**src/rtl/shift_control_8.sv**
```systemverilog
// shift_control_8: turns load/execute requests into the per-cycle load and
// shift strobes for the 8-bit shift registers. One execute request produces
// SHIFT_COUNT consecutive shift cycles followed by a single Done pulse. The
// request must then be released before another sequence can start.
//
// state | meaning
// IDLE  | waiting for Execute; load requests pass straight through
// SHIFT | Shift_En high, counter stepping 0..SHIFT_COUNT-1
// HOLD  | sequence finished, waiting for Execute to be released
module shift_control_8 #(
    parameter int SHIFT_COUNT = 8,
    parameter int CNT_W       = 4
) (
    input  logic             Clk,
    input  logic             Reset,
    input  logic             Execute,
    input  logic             LoadA_In,
    input  logic             LoadB_In,
    output logic             LoadA,
    output logic             LoadB,
    output logic             Shift_En,
    output logic             Busy,
    output logic             Done,
    output logic [CNT_W-1:0] Shift_Count
);

    typedef enum logic [1:0] {
        IDLE  = 2'b00,
        SHIFT = 2'b01,
        HOLD  = 2'b10
    } state_t;

    localparam logic [CNT_W-1:0] LAST_CNT = CNT_W'(SHIFT_COUNT - 1);

    state_t state;

    // Sequencer: state, counter and the registered Shift_En/Busy/Done outputs.
    // Shift_En and Busy are set on the same edges that enter/leave the states
    // they decode, so they always equal a decode of the state register.
    always_ff @(posedge Clk or posedge Reset) begin
        if (Reset) begin
            state       <= IDLE;
            Shift_Count <= '0;
            Shift_En    <= 1'b0;
            Busy        <= 1'b0;
            Done        <= 1'b0;
        end else begin
            Done <= 1'b0;
            case (state)
                IDLE: begin
                    if (Execute) begin
                        state       <= SHIFT;
                        Shift_Count <= '0;
                        Shift_En    <= 1'b1;
                        Busy        <= 1'b1;
                    end
                end
                SHIFT: begin
                    if (Shift_Count == LAST_CNT) begin
                        state       <= HOLD;
                        Shift_Count <= '0;
                        Shift_En    <= 1'b0;
                        Done        <= 1'b1;
                    end else begin
                        Shift_Count <= Shift_Count + CNT_W'(1);
                    end
                end
                HOLD: begin
                    if (!Execute) begin
                        state <= IDLE;
                        Busy  <= 1'b0;
                    end
                end
                default: begin
                    state       <= IDLE;
                    Shift_Count <= '0;
                    Shift_En    <= 1'b0;
                    Busy        <= 1'b0;
                end
            endcase
        end
    end

    // Load strobes are zero-latency; Execute takes priority over a load.
    always_comb begin
        LoadA = (state == IDLE) && LoadA_In && !Execute;
        LoadB = (state == IDLE) && LoadB_In && !Execute;
    end

endmodule

```
**config.mk**
```make
export PLATFORM = sky130hd
export DESIGN_NAME = shift_control_8
export DESIGN_NICKNAME = d
export VERILOG_FILES = /design/src/rtl/shift_control_8.sv
export SDC_FILE = /design/constraint.sdc
export NUM_CORES = 1
export LEC_CHECK = 0
export ABC_CLOCK_PERIOD_IN_PS = 1300
export CAP_MARGIN = 30
export CORE_AREA = 4 4 41 43
export CTS_BUF_LIST = sky130_fd_sc_hd__clkbuf_8
export CTS_CLUSTER_DIAMETER = 120
export DETAILED_ROUTE_END_ITERATION = 10
export DIE_AREA = 0 0 45 47
export GPL_ROUTABILITY_DRIVEN = 0
export PLACE_DENSITY_LB_ADDON = 0.25
export SLEW_MARGIN = 5
export SYNTH_ARGS = -nofsm -noshare
export SYNTH_HDL_FRONTEND = slang
export SYNTH_SLANG_ARGS = --single-unit
```
**constraint.sdc**
```tcl
create_clock -name Clk -period 1.3 [get_ports Clk]
set_input_delay 0.26 -clock Clk [delete_from_list [all_inputs] [get_ports Clk]]
set_output_delay 0.26 -clock Clk [all_outputs]
set_load 0.005 [all_outputs]
```
After elaboration in Yosys (flattened, before gate mapping)

Index checks and enable logic that the tools add are counted.

Bits of input ports: 5
Output and inout port bits: 9
Register bits after elaboration: 9
Bits in latches: 0
Memories: 0
Memory bits (read-only): 0
Logic and storage cells: 38
Bits in writable memories: 0

Shift-type cells: 0
Reductions and logical operators: 10
Mux-type cells: 14
Div/mod/pow operators: 0
Order comparisons: 0
Multiply operators: 0
Equal/unequal tests: 6
Bitwise logic cells: 2
$add $sub $neg: 1

Operators with widths:

| cell                                                | number |
|---|---|
| case mux 4 bit (3 select lines)                     | 1 |
| AND reduction 3 bit                                 | 3 |
| two-way mux 4 bit                                   | 2 |
| two-way mux 2 bit                                   | 3 |
| inequality test 2 bit, second input constant        | 3 |
| case mux 1 bit (3 select lines)                     | 2 |
| case mux 2 bit (3 select lines)                     | 1 |
| two-way mux 1 bit                                   | 5 |
| adder 4 x 1 -> 4 bit, second input constant         | 1 |
| equality test 4 x 3 -> 1 bit, second input constant | 1 |
| logical AND 1 bit                                   | 4 |
| equality test 2 x 1 -> 1 bit, second input constant | 1 |
| equality test 2 bit, second input constant          | 1 |
| zero test 2 bit                                     | 1 |
| inverter 1 bit                                      | 2 |
| AND reduction 2 bit                                 | 1 |
| zero test 1 bit                                     | 1 |

Depth between registers and ports, before layout

Gate-level depths: netlist of run 1.

Word-level depth: 3
Depth in mapped cells: 4
Depth with buffers taken out: 4

Least setup slack after synthesis of run 1

Ideal clock, no wire load.

Path type: register -> register
From: register state[0]
To: register Shift_Count[3]
Data required time: 1.176 ns
Setup slack: 0.176 ns
Library setup time: 0.124 ns
Data arrival time: 1.000 ns
Path buffers: 0
Stages on the path, launching flop included: 4
Cells stage by stage: dfrtp_1 nor2b_1 and3_1 a211o_1

Cells in the longest elaborated chain, start to end: 3

RTL lines:

| element                                                           | RTL line | RTL |
|---|---|---|
| start, declared                                                   | 35       | `state_t state;` |
| start signal, assigned                                            | 42       | `state <= IDLE;` |
| start signal, assigned                                            | 52       | `state <= SHIFT;` |
| start signal, assigned                                            | 60       | `state <= HOLD;` |
| zero test 2 bit or equality test 2 bit (tied branches)            | 49       | `case (state)` |
| inequality test 2 bit (no line) or inverter 1 bit (tied branches) | -        |  |
| AND reduction 2 bit (no line)                                     | -        |  |
| end signal, assigned                                              | 65       | `Shift_Count <= Shift_Count + CNT_W'(1);` |
| end, declared                                                     | 24       | `output logic [CNT_W-1:0] Shift_Count` |

Several ways; a longest one is shown, not always the timed one.
A chain may end at the register's enable or synchronous reset.

Worst setup path in the final report of run 1

From: register state[0]
To: output port LoadB

Cells in the longest elaborated chain, start to end: 3

RTL lines:

| element                        | RTL line | RTL |
|---|---|---|
| zero test 2 bit                | 87       | `LoadB = (state == IDLE) && LoadB_In && !Execute;` |
| logical AND 1 bit (2 in a row) | 87       |  |
| end, declared                  | 20       | `output logic LoadB,` |

Every way passes these cells.

==> reports/results.tsv, run 1 <==
stage	metric	value	unit
clock_tree	cts.sinks	9	
timing	fin_crit	1.27	ns
layout	nNetsFinal	73	
setup_path	crit_path_end_kind	primary output	
timing	fin_crit_sh	0.979	
setup_path	reg2reg_slack	0.03	ns
placed_design	dp_hpwl	684	um
placed_design	place_ws	-0.463	ns
die	initial_utilization	0.320	
timing	worst_slew_pin_slew	0.335	ns
global_route	grt_pass1_wl	1590	um
clock_tree	root_buffer	clkbuf_8	
drt	first_iter_violations	2	
synth	yosysSeqAreaShare	0.541	
global_route	antenna_found_initial	0	
die	rows	13	
layout	fill_cells	139	
die	die_area	2120	sq um
synth	synthFlopType	dfrtp_1	
pwr	powerDensity	2120	nW/um^2
layout	drive_above_1_share	0.242	
pwr	irDropWorstVdd	0.000890	V
pwr	p_sw_frac	0.331	
setup_path	r2r-start	state[0]	
global_route	grt_max_degree	10	
drt	final_antenna_net_count	0	
global_route	gr-usage-all-layers	0.111	
setup_path	crit_type	reg -> out	
timing	worst_slack	0.0277	ns
drt	wl_per_cell	12.2	um
clock_tree	clk_latency	0.23	ns
synth	synthCells	41	
die	ios	14	
timing	hold_viol	0	
setup_path	worst_path_max_delay_cell	dfrtp_1	
timing	fmax	786	MHz
setup_path	crit_arrival	1.01	ns
pwr	p_total	0.00143	W
pwr	netSwitchingPower	0.000474	W
pwr	combPwrFrac	0.474	
setup_path	slowest_delay	0.38	ns
synth	ys_async_sr_fraction	1.00	
timing	rsz0062_at_grt	yes	
drt	vias_per_cell	4.89	
clock_tree	postCtsHoldBufs	0	
clock_tree	cts_tree	done	
clock_tree	clk_path_buf_depth	2	
hold_path	hp-class	in -> async	
clock_tree	cts_buffers	3	
synth	ys_ff_latch	9	
setup_path	cp_cell_sequence	nor3_2 > and2_1 > buf_2	
synth	ys_warn_count	0	
pwr	clkPwrFrac	0.215	
layout	area_growth	62.2	%
setup_path	crit_family	flip-flops	
setup_path	crit_path_max_fanout	2	
timing	relSlewSlack	0.776	
global_route	overflow	0	
timing	finalSetupViolCount	0	
timing	slew_viol_final	0	
drt	drtPass1Iterations	6	
drt	vias	396	
die	dieHeight	47	um
setup_path	start_kind	flip-flop	
placed_design	io_buffers	13	
setup_path	r2r_cells	4	
run	cap_violations	0	
die	die_w	45	um
drt	drc	0	
layout	n_antenna_cell	0	
drt	routed_wirelength	986	um
pwr	intPower	0.000956	W
clock_tree	htreeDepth	1	
pwr	power_leakage	0.350	nW
timing	skew	0.000935	ns
pwr	power_frac_seq	0.310	
setup_path	worstReg2RegEnd	Shift_Count[3]	
timing	hold_slack	0.288	ns
synth	synth_edf_count	0	
die	coreArea	1300	sq um
setup_path	required	1.04	ns
synth	syn_nets	47	
layout	fin_util	0.519	
synth	synth_area	417	sq um
setup_path	worst-path-buf-inv	1	
global_route	grt_pass1_vias	411	
clock_tree	clk_pin_slew	0.04	ns
run_status	status	complete, no violations	
synth	syn_avg_cell_area	10.2	sq um
synth	synth_cell_types	20	
## through the flow
stage	std cells	area, sq um	setup TNS, ns
3_5_place_dp	73	596	-1.74
6_report	81	676	0
2_1_floorplan	41	417	0
3_3_place_gp	73	596	-1.70
5_1_grt	81	676	-0.0882
4_1_cts	81	657	-0.00965
## synthesized netlist by cell type (2+ instances only)
cell type  count  area share
nand2_1        2       0.018
nand3_1        2       0.024
and2_1         2       0.030
dfrtp_1        9        0.54
nor2_1         5       0.045
o21ai_0        2       0.024
nand2b_1       2       0.030
a22o_1         2       0.042
inv_1          2       0.018
nor2b_1        3       0.045
## cells in the final DEF, fill, tap and decap left out, drive strengths merged, types with 2 or more instances in the layout
cell,count
nor2b,3
dlygate4sd2,7
inv,3
o21ai,2
and2,2
clkdlybuf4s50,3
nand3,2
a22o,2
nand2b,2
nor2,5
clkbuf,3
dfrtp,9
buf,10
nand2,2
## power groups by stage
stage	Clock, W	Sequential [W]	Combinational (W)
final	0.000308	0.000444	0.000678
after global routing	0.000335	0.000460	0.000757
after CTS	0.000320	0.000444	0.000635
after detailed placement	0	0.000485	0.000582
after global placement	0	0.000484	0.000566
after floorplan	0	0.000498	0.000263
## sequential cells by signal (all words and copies together) (netlist names)
signal	flops
Shift_Count	4
Busy	1
state	2
Done	1
Shift_En	1
## area by class of cell
cell class | count | area (sq um) | area share
inverter | 2 | 7.51 | 0.0111
multi-input combinational | 30 | 205 | 0.304
tap | 15 | 18.8 | 0.0278
timing repair buffer | 21 | 174 | 0.257
clock buffer | 3 | 41.3 | 0.0611
clock inverter | 1 | 3.75 | 0.00556
sequential | 9 | 225 | 0.333
## worst max-delay path by stage
stage | slack (ns) | startpoint | cells past startpoint | to
after CTS | -0.007 | state[1] | 3 | LoadB
after global placement | -0.44 | Execute | 4 | LoadA
after floorplan | 0.18 | state[0] | 3 | Shift_Count[3]
after global routing | -0.04 | state[0] | 3 | LoadA
after detailed placement | -0.46 | Execute | 4 | LoadB
final | 0.03 | state[0] | 3 | LoadB
## kinds of logic after synthesis
| group | share of synthesized area |
|---|---|
| adders and majority gates | 0.0541 |
| xor gates and xnor gates | 0.0210 |
| and+or+nand+nor | 0.252 |
| buffers and inverters | 0.0180 |
| AOI/OAI and AO/OA | 0.114 |
| DFF | 0.541 |
## what timing repair did
item,in CTS,in global routing
resized for setup,16,4
endpoints found under the setup margin,8,7
hold endpoints to repair,0,0
pin swaps,3,5
setup buffers,4,0
## per-layer routing
metal,vias up,GRT usage,part of all wire
li1,192,-,-
met3,4,0.0498,0.082
met1,186,0.111,0.42
met4,0,0.0877,0.027
met5,-,0,0
met2,14,0.181,0.47
(Power assumes the default switching activity.)
==> run 2, diff against run 1 <==
--- a/config.mk
+++ b/config.mk
@@ -13,7 +13,7 @@
 export DETAILED_ROUTE_END_ITERATION = 10
 export DIE_AREA = 0 0 45 47
 export GPL_ROUTABILITY_DRIVEN = 0
-export PLACE_DENSITY_LB_ADDON = 0.25
+export PLACE_DENSITY = 0.54
 export SLEW_MARGIN = 5
 export SYNTH_ARGS = -nofsm -noshare
 export SYNTH_HDL_FRONTEND = slang
==> run 2 against run 1 <==
Against the previous run:
- the flow now finishes with violations (negative setup slack)
- maximum frequency down 8.8%
- critical path depth up 1
- die area unchanged
- core utilization up 0.19 points
- clock power up 2%
==> reports/results.tsv, run 2 (synthesized netlist as in run 1, its figures left out) <==
stage	metric	value	unit	change
setup_path	reg2reg_slack	0.08	ns	+0.05 ns
setup_path	crit_path_max_fanout	2		unchanged
pwr	netSwitchingPower	0.000460	W	-2.9%
timing	fin_crit_sh	1.07		+0.0943
timing	fin_crit	1.39	ns	+0.123 ns
placed_design	io_buffers	13		unchanged
timing	setup_tns	-0.0957	ns	-0.0957 ns
die	rows	13		unchanged
drt	drtPass1Iterations	4		-2
drt	first_iter_violations	3		+1
pwr	clkPwrFrac	0.223		+0.008
setup_path	worstReg2RegEnd	Shift_Count[3]		
layout	layout_common_cells	dfrtp_1, dlygate4sd2_1, buf_4		
clock_tree	clk_path_buf_depth	2		unchanged
drt	final_antenna_net_count	0		unchanged
layout	nNetsFinal	73		unchanged
drt	drc	0		unchanged
layout	fin_util	0.521		+0.00192
die	coreArea	1300	sq um	unchanged
setup_path	crit_path_end_kind	primary output		
setup_path	crit_type	reg -> out		
setup_path	worst_path_max_delay_cell	dfrtp_1		
timing	slew_viol_final	0		unchanged
layout	area_growth	62.8	%	
layout	final_common_cell	dfrtp_1		
pwr	combPwrFrac	0.458		-0.016
setup_path	crit_path_end	LoadA		
pwr	power_leakage	0.346	nW	-1.3%
layout	n_antenna_cell	0		unchanged
clock_tree	root_buffer	clkbuf_8		
layout	drive_above_1_share	0.273		+0.0303
drt	routed_wirelength	1020	um	+3.0%
layout	reg_top3	Shift_Count x4, state x2		
die	die_area	2120	sq um	unchanged
setup_path	start_kind	flip-flop		
hold_path	hp-class	in -> async		
drt	vias_per_cell	4.79		-2.0%
timing	finalSetupViolCount	2		+2
layout	largest_reg_flops	4		unchanged
die	initial_utilization	0.320		unchanged
timing	worst_slew_pin_slew	0.353	ns	+0.0180 ns
global_route	gr-usage-all-layers	0.120		+0.00902
timing	skew	0.00163	ns	+0.000691 ns
setup_path	slowest_delay	0.38	ns	about the same
clock_tree	cts_tree	done		
setup_path	crit_arrival	1.13	ns	+0.12 ns
pwr	p_sw_frac	0.326		-0.00585
drt	vias	388		-2.0%
placed_design	dp_hpwl	752	um	+10%
die	die_w	45	um	unchanged
die	ios	14		unchanged
pwr	intPower	0.000953	W	-0.33%
die	dieHeight	47	um	unchanged
global_route	antenna_found_initial	0		unchanged
run_status	violations	negative setup slack		
pwr	irDropWorstVdd	0.000873	V	-1.9%
setup_path	required	1.04	ns	about the same
setup_path	r2r_cells	4		unchanged
pwr	power_frac_seq	0.319		+0.009
timing	relSlewSlack	0.764		-0.0120
setup_path	startpoint	state[0]		
layout	largest-register	Shift_Count		
timing	fmax	717	MHz	-8.8%
clock_tree	clk_pin_slew	0.04	ns	about the same
pwr	powerDensity	2080	nW/um^2	-1.6%
run	cap_violations	0		unchanged
global_route	grt_pass1_vias	400		-2.7%
global_route	grt_pass1_wl	1730	um	+8.3%
clock_tree	htreeDepth	1		unchanged
global_route	grt_max_degree	10		unchanged
setup_path	cp_cell_sequence	nor3_2 > buf_4 > and2_4 > buf_6		
clock_tree	cts_buffers	3		unchanged
global_route	overflow	0		unchanged
timing	worst_slack	-0.0949	ns	-0.123 ns
clock_tree	clk_latency	0.23	ns	about the same
timing	hold_viol	0		unchanged
timing	rsz0062_at_grt	yes		
run_status	status	complete, but fails checks		
clock_tree	postCtsHoldBufs	0		unchanged
drt	wl_per_cell	12.5	um	+3.0%
setup_path	r2r-start	state[0]		
clock_tree	cts.sinks	9		unchanged
==> run 2: cell count changes in the layout (fill, tap and decap cells not counted), sizes merged <==
cell,previous run,this run
dlygate4sd2,7,8
dlymetal6s2s,1,0
==> run 2: power by group through the flow <==
stage | Sequential, W | Clock [W] | Combinational, W
floorplan | 0.000498 | 0 | 0.000263
global placement | 0.000478 | 0 | 0.000570
detailed placement | 0.000488 | 0 | 0.000583
CTS | 0.000451 | 0.000327 | 0.000612
global route | 0.000462 | 0.000342 | 0.000723
finish | 0.000451 | 0.000315 | 0.000647
==> run 2: what timing repair did <==
action | 4_1_cts | 5_1_grt
pin swaps | 3 | 4
resized for setup | 17 | 6
setup buffers | 5 | 1
endpoints found under the setup margin | 9 | 4
==> run 2: metrics by stage <==
stage / worst slack, ns / power, W / std cells / hold WS [ns] / cell area [sq um]
after floorplan: 0.176 / 0.000761 / 41 / 0.0879 / 417
after global placement: -0.437 / 0.00105 / 73 / 0.520 / 596
after detailed placement: -0.506 / 0.00107 / 73 / 0.523 / 596
after CTS: -0.105 / 0.00139 / 81 / 0.300 / 656
after global routing: -0.132 / 0.00153 / 81 / 0.332 / 678
final: -0.0949 / 0.00141 / 81 / 0.292 / 678
==> run 2: cell type report <==
class,count,area (sq um)
multi-input combinational,30,205
inverter,2,7.51
clock inverter,1,3.75
clock buffer,3,41.3
tap,15,18.8
sequential,9,225
fill,132,623
timing repair buffer,21,176
==> run 2: metal layers <==
metal	part of all wire	up-vias	track usage
met2	0.49	13	0.195
met3	0.067	3	0.0383
met1	0.42	181	0.125
met4	0.030	0	0.105
met5	0	-	0
li1	-	191	-
==> run 2: worst min path at each step <==
stage	startpoint	end	slack (ns)
2_1_floorplan	Reset	Busy	0.09
6_report	Reset	state[1]	0.29
4_1_cts	Reset	Shift_Count[0]	0.30
3_3_place_gp	Busy	Busy	0.52
5_1_grt	Reset	Shift_Count[1]	0.33
3_5_place_dp	Busy	Busy	0.52
==> run 2: critical path, delay by kind of cell, from the launching register on <==
family                 cells  cell delay, ns
buffers and inverters      2            0.21
DFF                        1            0.38
and+or+nand+nor            2            0.31
==> run 3, diff against run 2 <==
--- a/config.mk
+++ b/config.mk
@@ -10,10 +10,12 @@
 export CORE_AREA = 4 4 41 43
 export CTS_BUF_LIST = sky130_fd_sc_hd__clkbuf_8
 export CTS_CLUSTER_DIAMETER = 120
+export CTS_CLUSTER_SIZE = 8
 export DETAILED_ROUTE_END_ITERATION = 10
 export DIE_AREA = 0 0 45 47
 export GPL_ROUTABILITY_DRIVEN = 0
 export PLACE_DENSITY = 0.54
+export REMOVE_ABC_BUFFERS = 1
 export SLEW_MARGIN = 5
 export SYNTH_ARGS = -nofsm -noshare
 export SYNTH_HDL_FRONTEND = slang
==> results of run 3 <==
Final layout, timing and power as in run 2 (identical DEF).
